[src/rtl/mem_arbiter_pkg.sv]
// Shared types and constants for the unified instruction/data memory arbiter.
// The struct gives the soc a single bundled view of one manager's request.
package mem_arbiter_pkg;

  localparam int MEM_NUM_MGR    = 2;
  localparam int MGR_IBUS       = 0;
  localparam int MGR_DBUS       = 1;
  localparam int MEM_ADDR_WIDTH = 32;
  localparam int MEM_DATA_WIDTH = 32;
  localparam int MEM_STRB_WIDTH = MEM_DATA_WIDTH / 8;

  typedef logic [$clog2(MEM_NUM_MGR)-1:0] mgr_id_t;

  typedef struct packed {
    logic                      we;
    logic [MEM_ADDR_WIDTH-1:0] addr;
    logic [MEM_DATA_WIDTH-1:0] wdata;
    logic [MEM_STRB_WIDTH-1:0] wstrb;
  } mem_req_t;

  // Wrap with an explicit compare so non-power-of-two manager counts work.
  function automatic int rr_next(input int idx, input int n);
    return (idx == n - 1) ? 0 : idx + 1;
  endfunction

endpackage

[src/rtl/mem_arbiter_rr_arbiter.sv]
// Round-robin arbiter with a registered last-grant pointer.
// Grant is combinational; the pointer advances only on cycles with a grant.
module rr_arbiter
  import mem_arbiter_pkg::*;
#(
  parameter int N = 2
) (
  input  logic                 clk_i,
  input  logic                 rst_ni,
  input  logic [N-1:0]         req_i,
  output logic [N-1:0]         gnt_o,
  output logic [$clog2(N)-1:0] gnt_id_o,
  output logic                 gnt_valid_o
);

  localparam int IdW = $clog2(N);

  logic [IdW-1:0] last_ptr_reg;
  logic [IdW-1:0] last_ptr_next;
  logic [IdW-1:0] win_id;
  logic           win_valid;

  // Scan last_ptr+1, last_ptr+2, ... and keep the first requester found.
  always_comb begin
    int idx;
    win_id    = '0;
    win_valid = 1'b0;
    idx       = rr_next(int'(last_ptr_reg), N);
    for (int k = 0; k < N; k++) begin
      if (!win_valid && req_i[idx]) begin
        win_valid = 1'b1;
        win_id    = IdW'(idx);
      end
      idx = rr_next(idx, N);
    end
  end

  // No grant may leak out while reset is held low.
  assign gnt_valid_o = win_valid && rst_ni;
  assign gnt_id_o    = win_id;

  for (genvar gi = 0; gi < N; gi++) begin : g_gnt
    assign gnt_o[gi] = gnt_valid_o && (win_id == IdW'(gi));
  end

  always_comb begin
    last_ptr_next = last_ptr_reg;
    if (gnt_valid_o) begin
      last_ptr_next = win_id;
    end
  end

  always_ff @(posedge clk_i) begin
    if (!rst_ni) begin
      last_ptr_reg <= IdW'(N - 1);
    end else begin
      last_ptr_reg <= last_ptr_next;
    end
  end

endmodule

[src/rtl/mem_arbiter.sv]
// Shares one single-ported, 1-cycle-latency sram among NumMgr managers.
// Muxes the granted request onto the sram and routes the response to its owner.
module mem_arbiter
  import mem_arbiter_pkg::*;
#(
  parameter  int NumMgr     = MEM_NUM_MGR,
  parameter  int ADDR_WIDTH = 32,
  parameter  int DATA_WIDTH = 32,
  localparam int STRB_WIDTH = DATA_WIDTH / 8
) (
  input  logic                         clk_i,
  input  logic                         rst_ni,
  input  logic [NumMgr-1:0]            m_req_i,
  input  logic [NumMgr-1:0]            m_we_i,
  input  logic [NumMgr*ADDR_WIDTH-1:0] m_addr_i,
  input  logic [NumMgr*DATA_WIDTH-1:0] m_wdata_i,
  input  logic [NumMgr*STRB_WIDTH-1:0] m_wstrb_i,
  output logic [NumMgr-1:0]            m_gnt_o,
  output logic [NumMgr-1:0]            m_rvalid_o,
  output logic [DATA_WIDTH-1:0]        m_rdata_o,
  output logic                         wvalid_o,
  output logic [ADDR_WIDTH-1:0]        awaddr_o,
  output logic [DATA_WIDTH-1:0]        wdata_o,
  output logic [STRB_WIDTH-1:0]        wstrb_o,
  output logic [ADDR_WIDTH-1:0]        araddr_o,
  input  logic [DATA_WIDTH-1:0]        rdata_i
);

  localparam int IdW = $clog2(NumMgr);

  logic                  we_arr    [NumMgr];
  logic [ADDR_WIDTH-1:0] addr_arr  [NumMgr];
  logic [DATA_WIDTH-1:0] wdata_arr [NumMgr];
  logic [STRB_WIDTH-1:0] wstrb_arr [NumMgr];

  logic [IdW-1:0] gnt_id;
  logic           gnt_valid;

  logic           rsp_valid_reg;
  logic           rsp_valid_next;
  logic [IdW-1:0] rsp_id_reg;
  logic [IdW-1:0] rsp_id_next;

  for (genvar gi = 0; gi < NumMgr; gi++) begin : g_unpack
    assign we_arr[gi]    = m_we_i[gi];
    assign addr_arr[gi]  = m_addr_i[gi*ADDR_WIDTH +: ADDR_WIDTH];
    assign wdata_arr[gi] = m_wdata_i[gi*DATA_WIDTH +: DATA_WIDTH];
    assign wstrb_arr[gi] = m_wstrb_i[gi*STRB_WIDTH +: STRB_WIDTH];
  end

  rr_arbiter #(
    .N(NumMgr)
  ) u_rr_arbiter (
    .clk_i      (clk_i),
    .rst_ni     (rst_ni),
    .req_i      (m_req_i),
    .gnt_o      (m_gnt_o),
    .gnt_id_o   (gnt_id),
    .gnt_valid_o(gnt_valid)
  );

  // Idle cycles drive zeros so the sram sees a quiet bus.
  always_comb begin
    wvalid_o = 1'b0;
    awaddr_o = '0;
    araddr_o = '0;
    wdata_o  = '0;
    wstrb_o  = '0;
    if (gnt_valid) begin
      wvalid_o = we_arr[gnt_id];
      awaddr_o = addr_arr[gnt_id];
      araddr_o = addr_arr[gnt_id];
      wdata_o  = wdata_arr[gnt_id];
      wstrb_o  = wstrb_arr[gnt_id];
    end
  end

  always_comb begin
    rsp_valid_next = gnt_valid;
    rsp_id_next    = rsp_id_reg;
    if (gnt_valid) begin
      rsp_id_next = gnt_id;
    end
  end

  always_ff @(posedge clk_i) begin
    if (!rst_ni) begin
      rsp_valid_reg <= 1'b0;
      rsp_id_reg    <= '0;
    end else begin
      rsp_valid_reg <= rsp_valid_next;
      rsp_id_reg    <= rsp_id_next;
    end
  end

  // Reads and write acks both return exactly one cycle after the grant.
  for (genvar gi = 0; gi < NumMgr; gi++) begin : g_rvalid
    assign m_rvalid_o[gi] = rst_ni && rsp_valid_reg && (rsp_id_reg == IdW'(gi));
  end

  assign m_rdata_o = rdata_i;

endmodule

[config.mk]
export PLATFORM = sky130hd
export DESIGN_NAME = mem_arbiter
export DESIGN_NICKNAME = d
export VERILOG_FILES = /design/src/rtl/mem_arbiter_pkg.sv /design/src/rtl/mem_arbiter_rr_arbiter.sv /design/src/rtl/mem_arbiter.sv
export SDC_FILE = /design/constraint.sdc
export NUM_CORES = 1
export LEC_CHECK = 0
export ABC_AREA = 1
export CORE_AREA = 2 2 121 123
export DETAILED_ROUTE_END_ITERATION = 16
export DIE_AREA = 0 0 123 125
export HOLD_SLACK_MARGIN = 0.08
export PLACE_DENSITY = 0.62
export SKIP_LAST_GASP = 1
export SLEW_MARGIN = 10
export SYNTH_ARGS = -nofsm -noshare
export SYNTH_HDL_FRONTEND = slang
export SYNTH_SLANG_ARGS = --single-unit
[constraint.sdc]
create_clock -name clk_i -period 1.25 [get_ports clk_i]
set_input_delay 0.25 -clock clk_i [delete_from_list [all_inputs] [get_ports clk_i]]
set_output_delay 0.25 -clock clk_i [all_outputs]
set_load 0.005 [all_outputs]
# After elaboration in Yosys (flattened, before gate mapping)
# Cells that the tools add are included.
# W data, S select, Z words.
[totals]
out_inout_bits = 137
input_bits = 174
word_cells = 48
register_bits = 3
[op_classes]
reduce_logical = 8
n_eq_ne = 1
add_sub_neg = 2
n_lt_le_gt_ge = 3
muxes = 28
bitwise_logic = 3
[op_table]
columns = ["op", "count"]
rows = [
  ["$mux W32", 10],
  ["$lt A32 B3 Y1 const B", 2],
  ["$add A32 B2 Y32 const B", 1],
  ["$eq A32 B2 Y1 const B", 1],
  ["$mux W4", 4],
  ["$mux W1", 14],
  ["$logic_and A1 B1 Y1", 7],
  ["$add A1 B1 Y2 const B", 1],
  ["$ge A2 B2 Y1 const B", 1],
  ["$not A1 Y1", 2],
  ["$not A1 Y2", 1],
  ["$logic_not A1 Y1", 1],
]

# Longest topological paths before layout
[logic_depth]
depth_word = 14
depth_mapped = 7
mapped_depth_nobuf = 4

# Cells and area by module
# Synthesis repeated with hierarchy kept, for this count alone.
[unflattened]
cells_unflattened = 456
hier_area_um2 = 2039.5
[by_module_without_submodules]
columns = ["module", "seq_area_each_um2", "cells_each", "instances", "area_each_um2"]
rows = [
  ["mem_arbiter", 40.0, 445, 1, 1974.4],
  ["rr_arbiter", 20.0, 11, 1, 65.1],
]

# Worst setup path before layout
# OpenSTA, ideal clock, no wires.
[synth_path]
kind = "in2out"
start = "input m_req_i[1]"
end = "output awaddr_o[0]"
path_stages = 7
setup_slack_ns = -0.016
arrival_time_ns = 1.016
required_time_ns = 1.000
n_path_buf = 3
path_cell_list = "buf_4 > nor2_2 > nor2_4 > buf_2 > nand3_1 > nand2_1 > buf_4"
[synth_via]
elab_chain_cells = 12
word_cells_on_any_way = 18
cone_classes = "14 x mux; 1 x bitwise; 3 x reduce/logical"
[synth_lines]
columns = ["item", "line_no", "text"]
rows = [
  ["start: declaration", "mem_arbiter.sv:13", "input logic [NumMgr-1:0] m_req_i,"],
  ["$mux W1 (implied by the code) (3 in a row)", "mem_arbiter_rr_arbiter.sv:30", "if (!win_valid && req_i[idx]) begin"],
  ["$mux W1", "mem_arbiter_rr_arbiter.sv:30", ""],
  ["$logic_not A1 Y1", "mem_arbiter_rr_arbiter.sv:30", ""],
  ["$logic_and A1 B1 Y1", "mem_arbiter_rr_arbiter.sv:30", ""],
  ["$mux W1", "mem_arbiter_rr_arbiter.sv:30", ""],
  ["$not A1 Y2", "n/a", ""],
  ["$mux W32 (3 in a row)", "n/a", ""],
  ["$mux W32 *", "n/a", ""],
  ["end: declaration", "mem_arbiter.sv:22", "output logic [ADDR_WIDTH-1:0] awaddr_o,"],
]
# Mark *: on every way between the ends. The rest lies on a longest branch, timed or not. The select of a mux whose other input is x is not followed.

# Worst setup path after layout
[layout_path]
start = "register u_rr_arbiter.last_ptr_reg"
end = "output wdata_o[20]"
[layout_via]
elab_chain_cells = 14
word_cells_on_any_way = 23
cone_classes = "2 x add/sub; 1 x eq/ne; 16 x mux; 1 x bitwise; 3 x reduce/logical"
[layout_lines]
columns = ["item", "line_no", "text"]
rows = [
  ["start: declaration", "mem_arbiter_rr_arbiter.sv:18", "logic [IdW-1:0] last_ptr_reg;"],
  ["start signal: assignment", "mem_arbiter_rr_arbiter.sv:55", "last_ptr_reg <= IdW'(N - 1);"],
  ["start signal: assignment", "mem_arbiter_rr_arbiter.sv:57", "last_ptr_reg <= last_ptr_next;"],
  ["$add A1 B1 Y2", "mem_arbiter_pkg.sv:23", "return (idx == n - 1) ? 0 : idx + 1;"],
  ["$mux W32 *", "mem_arbiter_pkg.sv:23", ""],
  ["$add A32 B2 Y32, or another cell as far along", "mem_arbiter_pkg.sv:23", ""],
  ["$mux W32 or $mux W1 (tied branches)", "mem_arbiter_pkg.sv:23, mem_arbiter_rr_arbiter.sv:30", ""],
  ["$mux W1 (implied by the code) (2 in a row)", "mem_arbiter_rr_arbiter.sv:30", ""],
  ["$mux W1 (implied by the code) or $logic_not A1 Y1 (tied branches)", "mem_arbiter_rr_arbiter.sv:30", ""],
  ["$logic_and A1 B1 Y1", "mem_arbiter_rr_arbiter.sv:30", ""],
  ["$mux W1", "mem_arbiter_rr_arbiter.sv:30", ""],
  ["$not A1 Y2 (implied by the code)", "mem_arbiter.sv:73", "wdata_o = wdata_arr[gnt_id];"],
  ["$mux W32 (implied by the code) (3 in a row)", "mem_arbiter.sv:73", ""],
  ["$mux W32 *", "mem_arbiter.sv:69", "if (gnt_valid) begin"],
  ["end: declaration", "mem_arbiter.sv:23", "output logic [DATA_WIDTH-1:0] wdata_o,"],
]
# Marks and branches as above.

==> impl_results.md <==
* FF+latch count, synth at 3
* Worst path slowest cell: sky130_fd_sc_hd__dfxtp_4
* CP endpoint kind: output pin
* Max capacitance violation total at 0
* Post-DP HPWL at 7730 um
* Static power due to leakage at around 2.6 nW
* Count of final max-slew check failures at 0
* DRT Pass-1 Iters at 4
* Vias post-DR at 3,352
* Die span in y at between 100 and 150 um
* Via count of the first global-routing pass at around 3,100
* Routed Wire Length at ~14,000 um
* Result of the run: finished with violations
* Unrepaired setup endpoints after global routing: yes
* Number of cells on the worst hold path at 4
* DRC errors left at 0
* Cell area after technology mapping at 1820 um^2
* Category of the most critical setup path: register to output pin
* Worst reg2reg path depth at 7
* Clock tree from TritonCTS: yes
* Boundary pin count at approximately 310
* Top-area cell type share of the netlist area at 0.267
* Wire length of the first global-routing pass at roughly 17,000 um
* Pin count of the biggest net entering global routing at 37
* Number of sinks on the clock net at 3
* Worst reg2reg path endpoint: u_rr_arbiter.last_ptr_reg
* Starting utilization of the core area at 0.128
* Fin nets at about 730
* Congestion Overflow GR at 0
* Crit path cell chain: nand2_8 -> buf_12 -> buf_12 -> buf_16 -> buf_8 -> nand4_1 -> nand2_1 -> buf_2
* H-tree Lvls at 1
* Achievable clock frequency at 0.575 GHz
* Final estimated routing congestion in global placement at just under 0.8
* Antenna fix cells at 0
* Die width at around 120 um
* Post-synthesis net count at approximately 500
* Final Hold Vio Count at 0
* Cell with the most instances on the worst path: sky130_fd_sc_hd__buf_12
* Gate Count Post-Synth at 327
* Row Count at 44
* Share of post-route cells with drive strength above 1 at 0.452
* Stage delay of the slowest cell on the critical path at approximately 0.36 ns
* Maximum vdd drop at about 0.85 mV
* Setup clock skew after layout at 0.000440 ns
* Fraction of the cycle the final worst path needs at 1.39
* Area taken by flip-flops and latches at approximately 64 um^2
* Antenna violations before repair at 0
* Number of synthesis warnings at 0
* Area leader, netlist: sky130_fd_sc_hd__buf_4
* Detailed-route vias per instance at about 4.5
* Worst slew pin tran at roughly 0.28 ns
* Worst hold path type: primary input to register
* Endpoint with the worst hold slack: rsp_id_reg
* Final WS setup at -0.490 ns
* Layout overhead on the synthesized area at 184%
* Core box area at 14,200 um^2
* Final sum of negative setup slack at -38.23 ns
* CP Data Arrival Time at 1.49 ns
* Post-place setup slack at -1.10 ns
* Root buffer selected by CTS: sky130_fd_sc_hd__clkbuf_16
* Die area at around 15,000 um^2
* Reg2Reg Launch Point: u_rr_arbiter.last_ptr_reg
* Nature of the critical path startpoint: register
* Cts hold-fix bufs at 0
* Placed inst area at between 4000 and 5000 um^2
* Max-Slew Margin vs Limit at 0.809
* Critical path fanouts, max at 8
* Final setup violation count at between 100 and 150
* Final critical-path required period at 1.74 ns
* Launch point of the worst path: u_rr_arbiter.last_ptr_reg
* Clk_lat worst skew at ~0.23 ns
* Violations in the final reports: negative setup slack
* CTS max path bufs at 2
* Post-route cell area at between 5000 and 6000 um^2
* Drt wl/cell at 18.6 um
* Number of antenna-violating nets in the routed design at 0
* Multi-input gate area in the final layout at 1470 um^2
* Sequential fraction of the synthesis area at 0.0329
* FILL cells at approximately 1,500
* Syn avg cell area at around 5.6 um^2
* Final cell utilization of the core at 0.364
* Pwr dens at 506 nW/um^2
* All-Layer GR Usage at 0.146
* Required time at the endpoint of the critical path at 1.00 ns
* TritonCTS Buffers at 3
* Startpoint of the lowest-slack hold path: m_req_i[0]
* Initial DRC count at 119
* Number of different library cells in the post-synthesis netlist at 16
* Top cells by area in the synthesized netlist: sky130_fd_sc_hd__buf_4 (27%), sky130_fd_sc_hd__nand4_1 (24%), sky130_fd_sc_hd__nand3_1 (19%)
* Clock transition time at the flip-flop clock pins of the worst setup and hold paths at roughly 0.030 ns
* Count of buffers from port buffering at around 250
* R2R setup slack at 0.04 ns
metrics by stage:
step | std cells | power [mW] | hold slack (ns)
6_report | 742 | 2.62 | 0.448
4_1_cts | 700 | 2.38 | 0.426
3_5_place_dp | 670 | 1.60 | 0.462
3_3_place_gp | 670 | 1.58 | 0.458
2_1_floorplan | 327 | 0.716 | 0.439
5_1_grt | 742 | 2.77 | 0.471
area by class of cell:
class	count	area share
timing repair buffer	327	0.643
multi-input combinational	222	0.283
inverter	2	0.00145
tap	184	0.0445
sequential	3	0.0123
clock buffer	4	0.0152
critical path, delay by kind of cell, from the launching register on:
kind	cells	cell delay, ns
buffers and inverters	5	0.66
and+or+nand+nor	3	0.23
DFF	1	0.36
cells by family after synthesis:
| group | count (synthesis) | synth area share |
|---|---|---|
| AND/OR/NAND/NOR | 218 | 0.601 |
| buffers and inverters | 103 | 0.358 |
| flip-flops | 3 | 0.0329 |
| AO/OA/AOI/OAI | 3 | 0.00823 |
report_power, final:
group	switching [mW]	internal, mW	leakage, nW
sequential	0.00570	0.103	0.0250
combinational	0.800	1.20	2.51
clock	0.0917	0.421	0.0382
synth_stat cells:
master                     number
sky130_fd_sc_hd__nor2_2         1
sky130_fd_sc_hd__a21oi_1        1
sky130_fd_sc_hd__buf_1          7
sky130_fd_sc_hd__inv_1          2
sky130_fd_sc_hd__nand2_1       71
sky130_fd_sc_hd__nor2_4         1
sky130_fd_sc_hd__nor2_1         2
sky130_fd_sc_hd__clkbuf_1      11
sky130_fd_sc_hd__nand3_1       71
sky130_fd_sc_hd__buf_4         65
sky130_fd_sc_hd__o21ai_0        2
sky130_fd_sc_hd__nor3_1         1
sky130_fd_sc_hd__dfxtp_1        3
sky130_fd_sc_hd__nand4_1       69
sky130_fd_sc_hd__buf_2         18
sky130_fd_sc_hd__nand2_2        2
timing repair:
| item | 4_1_cts | 5_1_grt |
|---|---|---|
| resized for setup | 168 | 244 |
| cloned | 10 | 13 |
| setup buffers | 16 | 30 |
| pin swaps | 15 | 52 |
| setup endpoints to repair | 107 | 103 |
| endpoints found under the hold margin | 0 | 0 |
worst max path at each step:
stage                         to  slack (ns)  cells past startpoint
finish               wdata_o[20]       -0.49                      8
global placement    araddr_o[12]       -1.05                      6
floorplan            awaddr_o[0]       -0.01                      5
CTS                 araddr_o[11]       -0.71                      6
global route         wdata_o[27]       -0.52                      8
detailed placement  araddr_o[31]       -1.10                      7
per-layer routing:
metal / up-vias / part of all wire / global-route usage
met4: 0 / 0.016 / 0.0394
li1: 1570 / - / -
met5: - / 0 / 0
met2: 194 / 0.51 / 0.266
met1: 1564 / 0.38 / 0.168
met3: 24 / 0.089 / 0.0310
cell usage in the layout, fill, tap and decap left out, types with 3 or more instances in the layout:
cell type | Yosys | final
sky130_fd_sc_hd__clkdlybuf4s50_1 | 0 | 138
sky130_fd_sc_hd__nand4_1 | 69 | 69
sky130_fd_sc_hd__clkbuf_2 | 0 | 55
sky130_fd_sc_hd__nand2_1 | 71 | 47
sky130_fd_sc_hd__nand3_2 | 0 | 36
sky130_fd_sc_hd__buf_6 | 0 | 35
sky130_fd_sc_hd__nand3_1 | 71 | 31
sky130_fd_sc_hd__buf_2 | 18 | 31
sky130_fd_sc_hd__nand2_2 | 2 | 24
sky130_fd_sc_hd__buf_4 | 65 | 18
sky130_fd_sc_hd__clkbuf_16 | 0 | 12
sky130_fd_sc_hd__dlymetal6s2s_1 | 0 | 12
sky130_fd_sc_hd__buf_12 | 0 | 11
sky130_fd_sc_hd__buf_16 | 0 | 9
sky130_fd_sc_hd__buf_8 | 0 | 7
sky130_fd_sc_hd__nand3_4 | 0 | 4
sky130_fd_sc_hd__nor2_4 | 1 | 3
sky130_fd_sc_hd__nand2_8 | 0 | 3
No activity file was read; power rests on OpenSTA's default activity.
